[config.mk]
export PLATFORM = sky130hd
export DESIGN_NAME = bh_msg_source
export DESIGN_NICKNAME = d
export VERILOG_FILES = /design/src/rtl/bh_pkg.sv /design/src/rtl/bh_msg_rom.sv /design/src/rtl/bh_msg_source.sv
export SDC_FILE = /design/constraint.sdc
export NUM_CORES = 1
export LEC_CHECK = 0
export BUFFER_PORTS_ARGS = -buffer_cell sky130_fd_sc_hd__buf_2
export CORE_MARGIN = 4
export CORE_UTILIZATION = 65
export CTS_BUF_LIST = sky130_fd_sc_hd__clkbuf_4
export CTS_CLUSTER_DIAMETER = 60
export DETAILED_ROUTE_END_ITERATION = 16
export GPL_TIMING_DRIVEN = 1
export PLACE_DENSITY_LB_ADDON = 0.3
export RECOVER_POWER = 50
export SLEW_MARGIN = 10
export SYNTH_ARGS = -nofsm -noshare
export SYNTH_HDL_FRONTEND = slang
export SYNTH_SLANG_ARGS = --single-unit
[constraint.sdc]
create_clock -name sys_clk -period 6.11 [get_ports sys_clk]
set_input_delay 0.611 -clock sys_clk [delete_from_list [all_inputs] [get_ports sys_clk]]
set_output_delay 0.611 -clock sys_clk [all_outputs]
set_load 0.05 [all_outputs]
[src/rtl/bh_pkg.sv]
// ---------------------------------------------------------------------------
// bh_pkg
//   Shared definitions for the Bluetooth test-path message source:
//   FSM state encoding, message byte constants, CR/LF constants and the
//   message length for both build configurations.
//   Build macro: BH_MSG_CRLF_EN (defined -> message is followed by CR LF).
// ---------------------------------------------------------------------------
package bh_pkg;

  // Sequencer states of bh_msg_source
  typedef enum logic [1:0] {
    ST_IDLE = 2'd0,
    ST_LOAD = 2'd1,
    ST_FIRE = 2'd2,
    ST_GAP  = 2'd3
  } bh_state_e;

  // Message "BT OK!"
  localparam logic [7:0] MSG_B0 = 8'h42;  // 'B'
  localparam logic [7:0] MSG_B1 = 8'h54;  // 'T'
  localparam logic [7:0] MSG_B2 = 8'h20;  // ' '
  localparam logic [7:0] MSG_B3 = 8'h4F;  // 'O'
  localparam logic [7:0] MSG_B4 = 8'h4B;  // 'K'
  localparam logic [7:0] MSG_B5 = 8'h21;  // '!'
  localparam logic [7:0] CHR_CR = 8'h0D;
  localparam logic [7:0] CHR_LF = 8'h0A;

  localparam int unsigned IDX_W        = 32'd3;
  localparam int unsigned MSG_LEN_BASE = 32'd6;
  localparam int unsigned MSG_LEN_CRLF = 32'd8;

`ifdef BH_MSG_CRLF_EN
  localparam int unsigned MSG_LEN = MSG_LEN_CRLF;
`else
  localparam int unsigned MSG_LEN = MSG_LEN_BASE;
`endif

  localparam logic [IDX_W-1:0] LAST_IDX = IDX_W'(MSG_LEN - 32'd1);
  localparam logic [IDX_W-1:0] IDX_ONE  = IDX_W'(32'd1);

endpackage

[src/rtl/bh_msg_rom.sv]
// ---------------------------------------------------------------------------
// bh_msg_rom
//   Combinational message lookup: byte index -> ASCII byte.
//   Build macro: BH_MSG_CRLF_EN (defined -> indices 6,7 return CR, LF).
// Ports
//   idx_i   in  IDX_W  byte index within the message
//   byte_o  out 8      message byte at idx_i (8'h00 outside the message)
// ---------------------------------------------------------------------------
module bh_msg_rom
  import bh_pkg::*;
(
  input  logic [IDX_W-1:0] idx_i,
  output logic [7:0]       byte_o
);

  // Index-to-byte table; indices past the message read as zero
  always_comb begin
    byte_o = 8'h00;
    case (idx_i)
      3'd0:    byte_o = MSG_B0;
      3'd1:    byte_o = MSG_B1;
      3'd2:    byte_o = MSG_B2;
      3'd3:    byte_o = MSG_B3;
      3'd4:    byte_o = MSG_B4;
      3'd5:    byte_o = MSG_B5;
`ifdef BH_MSG_CRLF_EN
      3'd6:    byte_o = CHR_CR;
      3'd7:    byte_o = CHR_LF;
`endif
      default: byte_o = 8'h00;
    endcase
  end

endmodule

[src/rtl/bh_msg_source.sv]
// ---------------------------------------------------------------------------
// bh_msg_source
//   Upstream feeder for uart_send. Debounces the user key and, on each
//   accepted press seen while idle, streams the fixed message byte by byte
//   using a one-cycle uart_en strobe with uart_din held. Bytes are paced by an
//   internal gap counter because uart_send exposes no busy flag.
//   Build macro: BH_MSG_CRLF_EN (defined -> CR LF appended, same pacing).
// Ports
//   sys_clk    in   1  system clock, rising edge
//   sys_rst_n  in   1  asynchronous active-low reset
//   key        in   1  raw push-button, active-low, asynchronous
//   uart_en    out  1  one-cycle start strobe to uart_send
//   uart_din   out  8  byte to transmit, held from LOAD to the next LOAD
//   busy       out  1  high while a message is in flight
// ---------------------------------------------------------------------------
module bh_msg_source
  import bh_pkg::*;
#(
  parameter int unsigned CLK_FREQ   = 32'd50_000_000,
  parameter int unsigned UART_BPS   = 32'd9600,
  parameter int unsigned DEB_CYCLES = 32'd1_000_000
) (
  input  logic       sys_clk,
  input  logic       sys_rst_n,
  input  logic       key,
  output logic       uart_en,
  output logic [7:0] uart_din,
  output logic       busy
);

  // Strobe-to-strobe period: 10-bit frame plus 2 bit times of margin
  localparam int unsigned BYTE_GAP = (CLK_FREQ / UART_BPS) * 32'd12;
  localparam int unsigned GAP_W    = $clog2(BYTE_GAP);
  localparam int unsigned DEB_W    = (DEB_CYCLES > 32'd1) ? $clog2(DEB_CYCLES) : 32'd1;

  // FIRE + (BYTE_GAP-2) GAP cycles + LOAD gives exactly BYTE_GAP cycles per byte
  localparam logic [GAP_W-1:0] GAP_LAST = GAP_W'(BYTE_GAP - 32'd2);
  localparam logic [GAP_W-1:0] GAP_ONE  = GAP_W'(32'd1);
  localparam logic [DEB_W-1:0] DEB_LAST = DEB_W'(DEB_CYCLES - 32'd1);
  localparam logic [DEB_W-1:0] DEB_ONE  = DEB_W'(32'd1);

  logic             key_meta_q;
  logic             key_sync_q;
  logic             key_prev_q;
  logic             key_deb_q,  key_deb_d;
  logic [DEB_W-1:0] deb_cnt_q,  deb_cnt_d;
  logic             press_q,    press_d;
  bh_state_e        state_q,    state_d;
  logic [IDX_W-1:0] idx_q,      idx_d;
  logic [GAP_W-1:0] gap_q,      gap_d;
  logic             uart_en_q,  uart_en_d;
  logic [7:0]       uart_din_q, uart_din_d;
  logic             busy_q,     busy_d;
  logic [7:0]       rom_byte_s;

  bh_msg_rom u_rom (
    .idx_i  (idx_q),
    .byte_o (rom_byte_s)
  );

  // Debounce: count consecutive stable samples that disagree with the debounced value
  always_comb begin
    deb_cnt_d = deb_cnt_q;
    key_deb_d = key_deb_q;
    if (key_sync_q != key_prev_q) begin
      deb_cnt_d = {DEB_W{1'b0}};
    end else if (key_sync_q == key_deb_q) begin
      deb_cnt_d = {DEB_W{1'b0}};
    end else if (deb_cnt_q == DEB_LAST) begin
      key_deb_d = key_sync_q;
      deb_cnt_d = {DEB_W{1'b0}};
    end else begin
      deb_cnt_d = deb_cnt_q + DEB_ONE;
    end
    // Press is the debounced 1->0 edge, registered as a single-cycle pulse
    press_d = key_deb_q & ~key_deb_d;
  end

  // Message sequencer next-state; outputs are derived from the next state so they register cleanly
  always_comb begin
    state_d    = state_q;
    idx_d      = idx_q;
    gap_d      = gap_q;
    uart_din_d = uart_din_q;
    case (state_q)
      ST_IDLE: begin
        // Only presses seen here start a message; presses elsewhere are dropped
        if (press_q) begin
          state_d = ST_LOAD;
          idx_d   = {IDX_W{1'b0}};
        end else begin
          state_d = ST_IDLE;
        end
      end
      ST_LOAD: begin
        uart_din_d = rom_byte_s;
        state_d    = ST_FIRE;
      end
      ST_FIRE: begin
        gap_d   = {GAP_W{1'b0}};
        state_d = ST_GAP;
      end
      ST_GAP: begin
        gap_d = gap_q + GAP_ONE;
        if (gap_d == GAP_LAST) begin
          if (idx_q == LAST_IDX) begin
            state_d = ST_IDLE;
            idx_d   = {IDX_W{1'b0}};
          end else begin
            state_d = ST_LOAD;
            idx_d   = idx_q + IDX_ONE;
          end
        end else begin
          state_d = ST_GAP;
        end
      end
      default: begin
        state_d = ST_IDLE;
        idx_d   = {IDX_W{1'b0}};
        gap_d   = {GAP_W{1'b0}};
      end
    endcase
    uart_en_d = (state_d == ST_FIRE);
    busy_d    = (state_d != ST_IDLE);
  end

  // Key synchroniser, debounce and sequencer state registers
  always_ff @(posedge sys_clk or negedge sys_rst_n) begin
    if (!sys_rst_n) begin
      key_meta_q <= 1'b1;
      key_sync_q <= 1'b1;
      key_prev_q <= 1'b1;
      key_deb_q  <= 1'b1;
      deb_cnt_q  <= {DEB_W{1'b0}};
      press_q    <= 1'b0;
      state_q    <= ST_IDLE;
      idx_q      <= {IDX_W{1'b0}};
      gap_q      <= {GAP_W{1'b0}};
      uart_en_q  <= 1'b0;
      uart_din_q <= 8'h00;
      busy_q     <= 1'b0;
    end else begin
      key_meta_q <= key;
      key_sync_q <= key_meta_q;
      key_prev_q <= key_sync_q;
      key_deb_q  <= key_deb_d;
      deb_cnt_q  <= deb_cnt_d;
      press_q    <= press_d;
      state_q    <= state_d;
      idx_q      <= idx_d;
      gap_q      <= gap_d;
      uart_en_q  <= uart_en_d;
      uart_din_q <= uart_din_d;
      busy_q     <= busy_d;
    end
  end

  assign uart_en  = uart_en_q;
  assign uart_din = uart_din_q;
  assign busy     = busy_q;

endmodule

==> impl_results.md, run 1 <==
* Insertion delay to the later sink of the worst-skew pair at 390 ps
* Largest stage delay on the critical path at 1980 ps
* Critical Path Start Type: input pin
* CP required at 6020 ps
* Fmax at 0.358 GHz
* Status: finished, violations left
* Io pins at 13
* Combinational power share at 2.2%
* Worst path slowest cell: clkbuf_1
* Final nets at 341
* Met2 wire len at 2440 um
* RSZ-0062 raised after global routing: no
* Critical R2R Capture: busy$_DFF_PN0_
* Clock Power Share at 31.1%
* Setup violation total in the final timing report at 0
* Fraction of layout cells with a size suffix above 1 at 10.4%
* Pins Over Slew Limit at 56
* Reg area at 0.00138 mm2
* Hold_sp: key
* Routed Antenna Nets at 0
* Final HPWL DP at 3540 um
* CP Class: in2async
* Global-route wire length before repair at 8960 um
* Setup Skew at 22.1 ps
* Crit. path cell count at 2
* H-tree depth at 2
* GRT overflow at 0
* Post-synth top flop: dfrtp_1
* Max_cap viols at 1
* Pleak at 1.31 nW
* Drt first-iter violations at 140
* Hold Fails Final Rpt at 0
* Via density at 5.72
* Die area at 0.00563 mm2
* # diodes at 0
* Total Power at 0.000551 W
* Failing checks: capacitance limit, slew limit
* VDD IR max at 0.138 mV
* Total Wirelength at 5180 um
* Std-Cell Rows at 24
* Leading area contributor after synthesis: dfrtp_1
* Worst path cell trace: buf_2, clkbuf_1
* Yosys warns at 0
* Netlist cell types at 50
* Cts repair resizes at 0
* Vias at 2215
* Worst r2r src: gap_q[0]$_DFFE_PN0P_
* Die Y at 75.0 um
* Finished Core Util at 70.3%
* CP Capture Type: asynchronous set/reset pin
* Crit-path max FO at 55
* Setup_tns at 0 ps
* Avg Inst Size Synth at 8.98 um2
* CTS Buffer Depth at 2
* Synth cell count leaders: dfrtp_1 (51), nor2_1 (44), nand2_1 (40)
* Tmin final at 2800 ps
* Syn Nets at 332
* Sequential share of power at 66.7%
* Chip width at 75.0 um
* Sw frac at 24.5%
* WHS Path Cells at 1
* CTS buffer count at 5
* Uppermost layer routed: met4
* Sequential fraction of the synthesis area at 47.3%
* CORE AREA at 0.00435 mm2
* Area grow syn2layout at 4.84%
* Post-synth top area share at 43.7%
* Rel. slew slack at -88.4%
* First-pass DRT Iterations at 4
* Synth async-reset ratio at 100%
* Post-CTS Setup Bufs at 0
* Placed Instances at 379
* Post-Syn Area at 0.00292 mm2
* Clock sinks at 55
* Buf/Inv on CP at 2
* WHS Endpoint: key_meta_q$_DFF_PN1_
* Vias in the first global route at 2042
* Top-count cell post-synth: dfrtp_1
* CTS tree: yes
* Wire per inst at 13.4 um
* Gp weighted congestion at 0.898
* Clk root buf: clkbuf_4
* Final Cycle Share at 45.8%
* DRC viols at 0
* Initial antenna violation count at 0
* GR Util All Layers at 20.6%
* Mapped Cells at 325
* P per Cell Area at 180 mW/mm2
* Hold buffer count at CTS at 0
* Largest net degree at the start of global routing at 56
* Synth area leaders: dfrtp_1 (44%), nor2_1 (5.7%), nand2_1 (5.1%)
* Fillers at 328
* Area of the multi-input gates at 0.00140 mm2
* Worst-Margin Slew at 2830 ps
* Layout Cells excl Fill at 387
* # port buffers at 11
* Switching power at 0.000135 W
* Number of flops mapped to enable cells by yosys at 0
* R2R depth at 8
* Initial core utilization at 67.0%
* WL met3 at 229 um
* Internal power at 0.000417 W
* Crit path arrival time at 2710 ps
* Hold WC Path Type: in2reg
* Worst-path clk slew at 160 ps
* WL met1 at 2440 um
* Reg-to-reg slack, setup at 3760 ps
* CP top delay family: buffers and inverters
* Seq cells post-synth at 55
-- layout make-up --
cell class	instances	share of cell area, %
multi-input cells	237	45.9
flip-flops and latches	55	45.1
inverters	23	2.82
well taps	52	2.13
repair buffers	12	1.92
clock buffers	5	1.23
clock inverters	3	0.899
-- layer usage --
| layer | up-vias | GRT usage, % |
|---|---|---|
| li1 | 1130 | - |
| met1 | 1034 | 27.6 |
| met2 | 44 | 33.4 |
| met3 | 7 | 4.54 |
| met4 | 0 | 6.92 |
| met5 | - | 0 |
-- placed cells by master, fill, tap and decap left out, types with 7 or more instances in the layout --
cell type,count
dfrtp_1,51
xor2_1,8
nor2_1,44
nand2_1,40
xnor2_1,9
mux2i_1,7
a21oi_1,12
and3_1,7
inv_1,21
buf_2,11
o21ai_0,18
o22ai_1,11
nand3_1,17
-- logic make-up after synthesis --
family                     Yosys count  synth area share [%]
other                                1                 0.128
and+or+nand+nor                    148                  25.7
xor gates and xnor gates            17                  5.10
AOI/OAI and AO/OA                   59                  12.7
buffers and inverters               33                  4.59
DFF                                 55                  47.3
adders and majority gates            4                  1.71
muxes                                8                  2.79
-- worst max path at each step --
stage,start,endpoint
after detailed placement,gap_q[0]$_DFFE_PN0P_,busy$_DFF_PN0_
after global placement,gap_q[0]$_DFFE_PN0P_,idx_q[1]$_DFFE_PN0P_
after CTS,gap_q[0]$_DFFE_PN0P_,busy$_DFF_PN0_
final,sys_rst_n,gap_q[0]$_DFFE_PN0P_
after global routing,sys_rst_n,deb_cnt_q[5]$_DFF_PN0_
after floorplan,gap_q[0]$_DFFE_PN0P_,idx_q[1]$_DFFE_PN0P_
-- power by group through the flow --
| stage | logic (W) | clock network (W) | registers (W) |
|---|---|---|---|
| after floorplan | 0.00000455 | 0 | 0.000374 |
| after global routing | 0.0000142 | 0.000192 | 0.000369 |
| after detailed placement | 0.0000129 | 0 | 0.000375 |
| final | 0.0000120 | 0.000171 | 0.000368 |
| after CTS | 0.0000130 | 0.000179 | 0.000368 |
| after global placement | 0.0000127 | 0 | 0.000374 |
-- sequential cells by signal (all words and copies together) (netlist names) --
signal / cells
uart_din: 7
deb_cnt_q: 20
state_q: 2
idx_q: 3
key_meta_q: 1
busy: 1
gap_q: 16
key_sync_q: 1
key_deb_q: 1
key_prev_q: 1
press_q: 1
uart_en: 1
-- worst register-to-register path, delay by kind of cell, from the launching register on --
kind / cells / cell delay, ps
AO/OA/AOI/OAI: 5 / 950
adder cells (fa/ha/maj): 1 / 270
flip-flops: 1 / 490
AND/OR/NAND/NOR: 2 / 520
-- per-stage QoR --
stage	hold WS, ps	worst slack, ps	cell area (um2)
2_1_floorplan	315	3940	2920
3_3_place_gp	346	3840	3000
3_5_place_dp	349	3760	3000
4_1_cts	294	3750	3060
5_1_grt	280	2800	3060
6_report	306	3310	3060
(Power assumes the default switching activity.)
==> inputs of run 2 (changes only) <==
--- a/config.mk
+++ b/config.mk
@@ -5,9 +5,10 @@
 export SDC_FILE = /design/constraint.sdc
 export NUM_CORES = 1
 export LEC_CHECK = 0
+export ABC_AREA = 1
 export BUFFER_PORTS_ARGS = -buffer_cell sky130_fd_sc_hd__buf_2
 export CORE_MARGIN = 4
-export CORE_UTILIZATION = 65
+export CORE_UTILIZATION = 57
 export CTS_BUF_LIST = sky130_fd_sc_hd__clkbuf_4
 export CTS_CLUSTER_DIAMETER = 60
 export DETAILED_ROUTE_END_ITERATION = 16
==> constraint.sdc (replaced) <==
create_clock -name sys_clk -period 2.35 [get_ports sys_clk]
set_input_delay 0.235 -clock sys_clk [delete_from_list [all_inputs] [get_ports sys_clk]]
set_output_delay 0.235 -clock sys_clk [all_outputs]
set_load 0.05 [all_outputs]
==> impl_results.md, run 2 <==
* Status: complete, no violations
* Cell area after layout at 0.00309 mm2
* Seq cells post-synth at 55
* H-tree depth at 2
* Final nets at 387
* Post-synth top flop: dfrtp_1
* CTS tree: yes
* Number of flops mapped to enable cells by yosys at 0
* Global-route wire length before repair at 9240 um
* Chip width at 79.1 um
* Top reg by flops: deb_cnt_q
* Vias at 2363
* Die area at 0.00626 mm2
* Synth area leaders: dfrtp_1 (44%), nand2_1 (11%), inv_1 (5.7%)
* Gp weighted congestion at 0.876
* Crit-path max FO at 7
* Reg-to-reg slack, setup at 450 ps
* RSZ-0062 raised after global routing: no
* Hold WC Path Type: reg2reg
* First-pass DRT Iterations at 4
* Max_cap viols at 0
* Std-Cell Rows at 25
* # diodes at 0
* Rel. slew slack at 14.0%
* Initial antenna violation count at 0
* Post-CTS Setup Bufs at 0
* Synth Area in Compound Gates at 7.90%
* Largest net degree at the start of global routing at 56
* Area grow syn2layout at 7.16%
* Avg Inst Size Synth at 7.94 um2
* CORE AREA at 0.00482 mm2
* Hold Fails Final Rpt at 0
* GR Util All Layers at 18.5%
* Pre-CTS WS at 485 ps
* Total Wirelength at 5330 um
* P per Cell Area at 458 mW/mm2
* Io pins at 13
* Adder-cell share of the synthesized area at 1.74%
* Clock sinks at 55
* Worst-Margin Slew at 1290 ps
* Critical Path Start Type: flip-flop
* Syn Nets at 370
* Most common cell after layout, fill and taps aside: nand2_1
* CP required at 2610 ps
* Max FFs per register at 20
* Largest family of logic cells by synthesized area: simple AND/OR/NAND/NOR gates
* GRT overflow at 0
* DRC viols at 0
* Tmin final at 1900 ps
* Post-synth top area share at 44.3%
* CP Capture Type: flip-flop
* Initial core utilization at 59.9%
* VDD IR max at 0.260 mV
* Sequential fraction of the synthesis area at 47.9%
* Synth cell count leaders: nand2_1 (87), dfrtp_1 (51), inv_1 (44)
* Netlist cell types at 37
* Leading area contributor after synthesis: dfrtp_1
* CP Class: reg2reg
* Final Cycle Share at 80.8%
* Fraction of layout cells with a size suffix above 1 at 11.8%
* Yosys warns at 0
* Insertion delay to the later sink of the worst-skew pair at 370 ps
* Final worst setup slack at 451 ps
* Mux cell area share after synthesis at 0%
* Via density at 5.27
* Final HPWL DP at 3910 um
* # port buffers at 11
* Post-synthesis xor/xnor area fraction at 2.13%
* Drt first-iter violations at 92
* Worst-path clk slew at 150 ps
* Post-Syn Area at 0.00288 mm2
* Commonest cells after routing, fill and taps aside: nand2_1 (87), dfrtp_1 (51), inv_1 (44)
* Setup Skew at 22.9 ps
* Routed Antenna Nets at 0
* Pins Over Slew Limit at 0
* Fin Hold WS at 375 ps
* Vias in the first global route at 2161
* CTS Buffer Depth at 2
* Fmax at 0.526 GHz
* Crit path arrival time at 2160 ps
* Die Y at 79.1 um
* Post-Synth Simple-Gate Area at 32.9%
* Mapped Cells at 363
* Setup_tns at 0 ps
* Wire per inst at 11.9 um
* Synth async-reset ratio at 100%
* CTS buffer count at 5
* Setup violation total in the final timing report at 0
* Top-count cell post-synth: nand2_1
* Pleak at 1.38 nW
* Placed Area at 0.00301 mm2
* Clk root buf: clkbuf_4
-- run 2: cell count changes after synthesis, moves of 5 or more --
cell     previous run  this run
nand2_1            40        87
inv_1              21        44
nand3_1            17        28
nor3_1              4        14
xnor2_1             9         1
mux2i_1             7         0
and3_1              7         1
and2_1              5         0
nand2_2             0         5
nor2b_1             5         0
-- run 2: layer usage --
layer	GRT usage (%)	vias to the layer above	routed length (um)
met5	0	-	0
met1	22.8	1090	2460
met3	3.85	5	264
li1	-	1210	-
met2	32.4	58	2560
met4	6.01	0	50
-- run 2: cell families (layout without fill, tap and decap cells) --
kind of cell	after synthesis	count (layout)
AND/OR/NAND/NOR	202	202
flip-flops	55	55
buffers and inverters	54	72
AO/OA/AOI/OAI	40	40
XOR/XNOR	7	7
adder cells (fa/ha/maj)	4	4
other	1	1
-- run 2: power by group --
group           total, W  switching (W)  leakage, nW  internal (W)
clock           0.000422       0.000289       0.0323      0.000133
combinational  0.0000384      0.0000300        0.596    0.00000840
sequential      0.000956     0.00000284        0.753      0.000953
-- run 2: what timing repair did --
item	CTS	global route
gates resized for setup	0	0
hold buffers	2	0
hold endpoints to repair	52	0
-- run 2: final timing paths --
kind	from	end	cells past startpoint
min reg2reg	key_meta_q$_DFF_PN1_	key_sync_q$_DFF_PN1_	0
max reg2reg	gap_q[0]$_DFFE_PN0P_	busy$_DFF_PN0_	12
min in group asynchronous	sys_rst_n	gap_q[7]$_DFFE_PN0P_	3
max	gap_q[0]$_DFFE_PN0P_	busy$_DFF_PN0_	12
max in group asynchronous	sys_rst_n	deb_cnt_q[12]$_DFF_PN0_	3
min	key_meta_q$_DFF_PN1_	key_sync_q$_DFF_PN1_	0
-- run 2: cell type report --
type / instances / area [um2]
clock buffers: 6 / 45.0
clock inverters: 2 / 16.3
fillers: 443 / 1730
inverters: 48 / 180
multi-input cells: 254 / 1290
flip-flops and latches: 55 / 1380
well taps: 67 / 83.8
repair buffers: 16 / 95.1
-- run 2: critical path: stages, from the launching register on --
cell,delay [ps]
dfrtp_1,460
ha_1,220
nand2_1,110
nor2_4,180
nand2_1,70
nand2_1,80
nand3_1,80
nor2_1,120
nand2_1,110
nor2_4,130
nand3_4,100
nand2_1,90
nand3_1,70
-- run 2: metrics by stage --
stage | total power, W | instances | util, %
after floorplan | 0.000988 | 363 | -
after global placement | 0.00101 | 438 | 62.6
after detailed placement | 0.00101 | 438 | 62.6
after CTS | 0.00144 | 448 | 64.3
after global routing | 0.00149 | 448 | 64.2
final | 0.00142 | 448 | 64.2
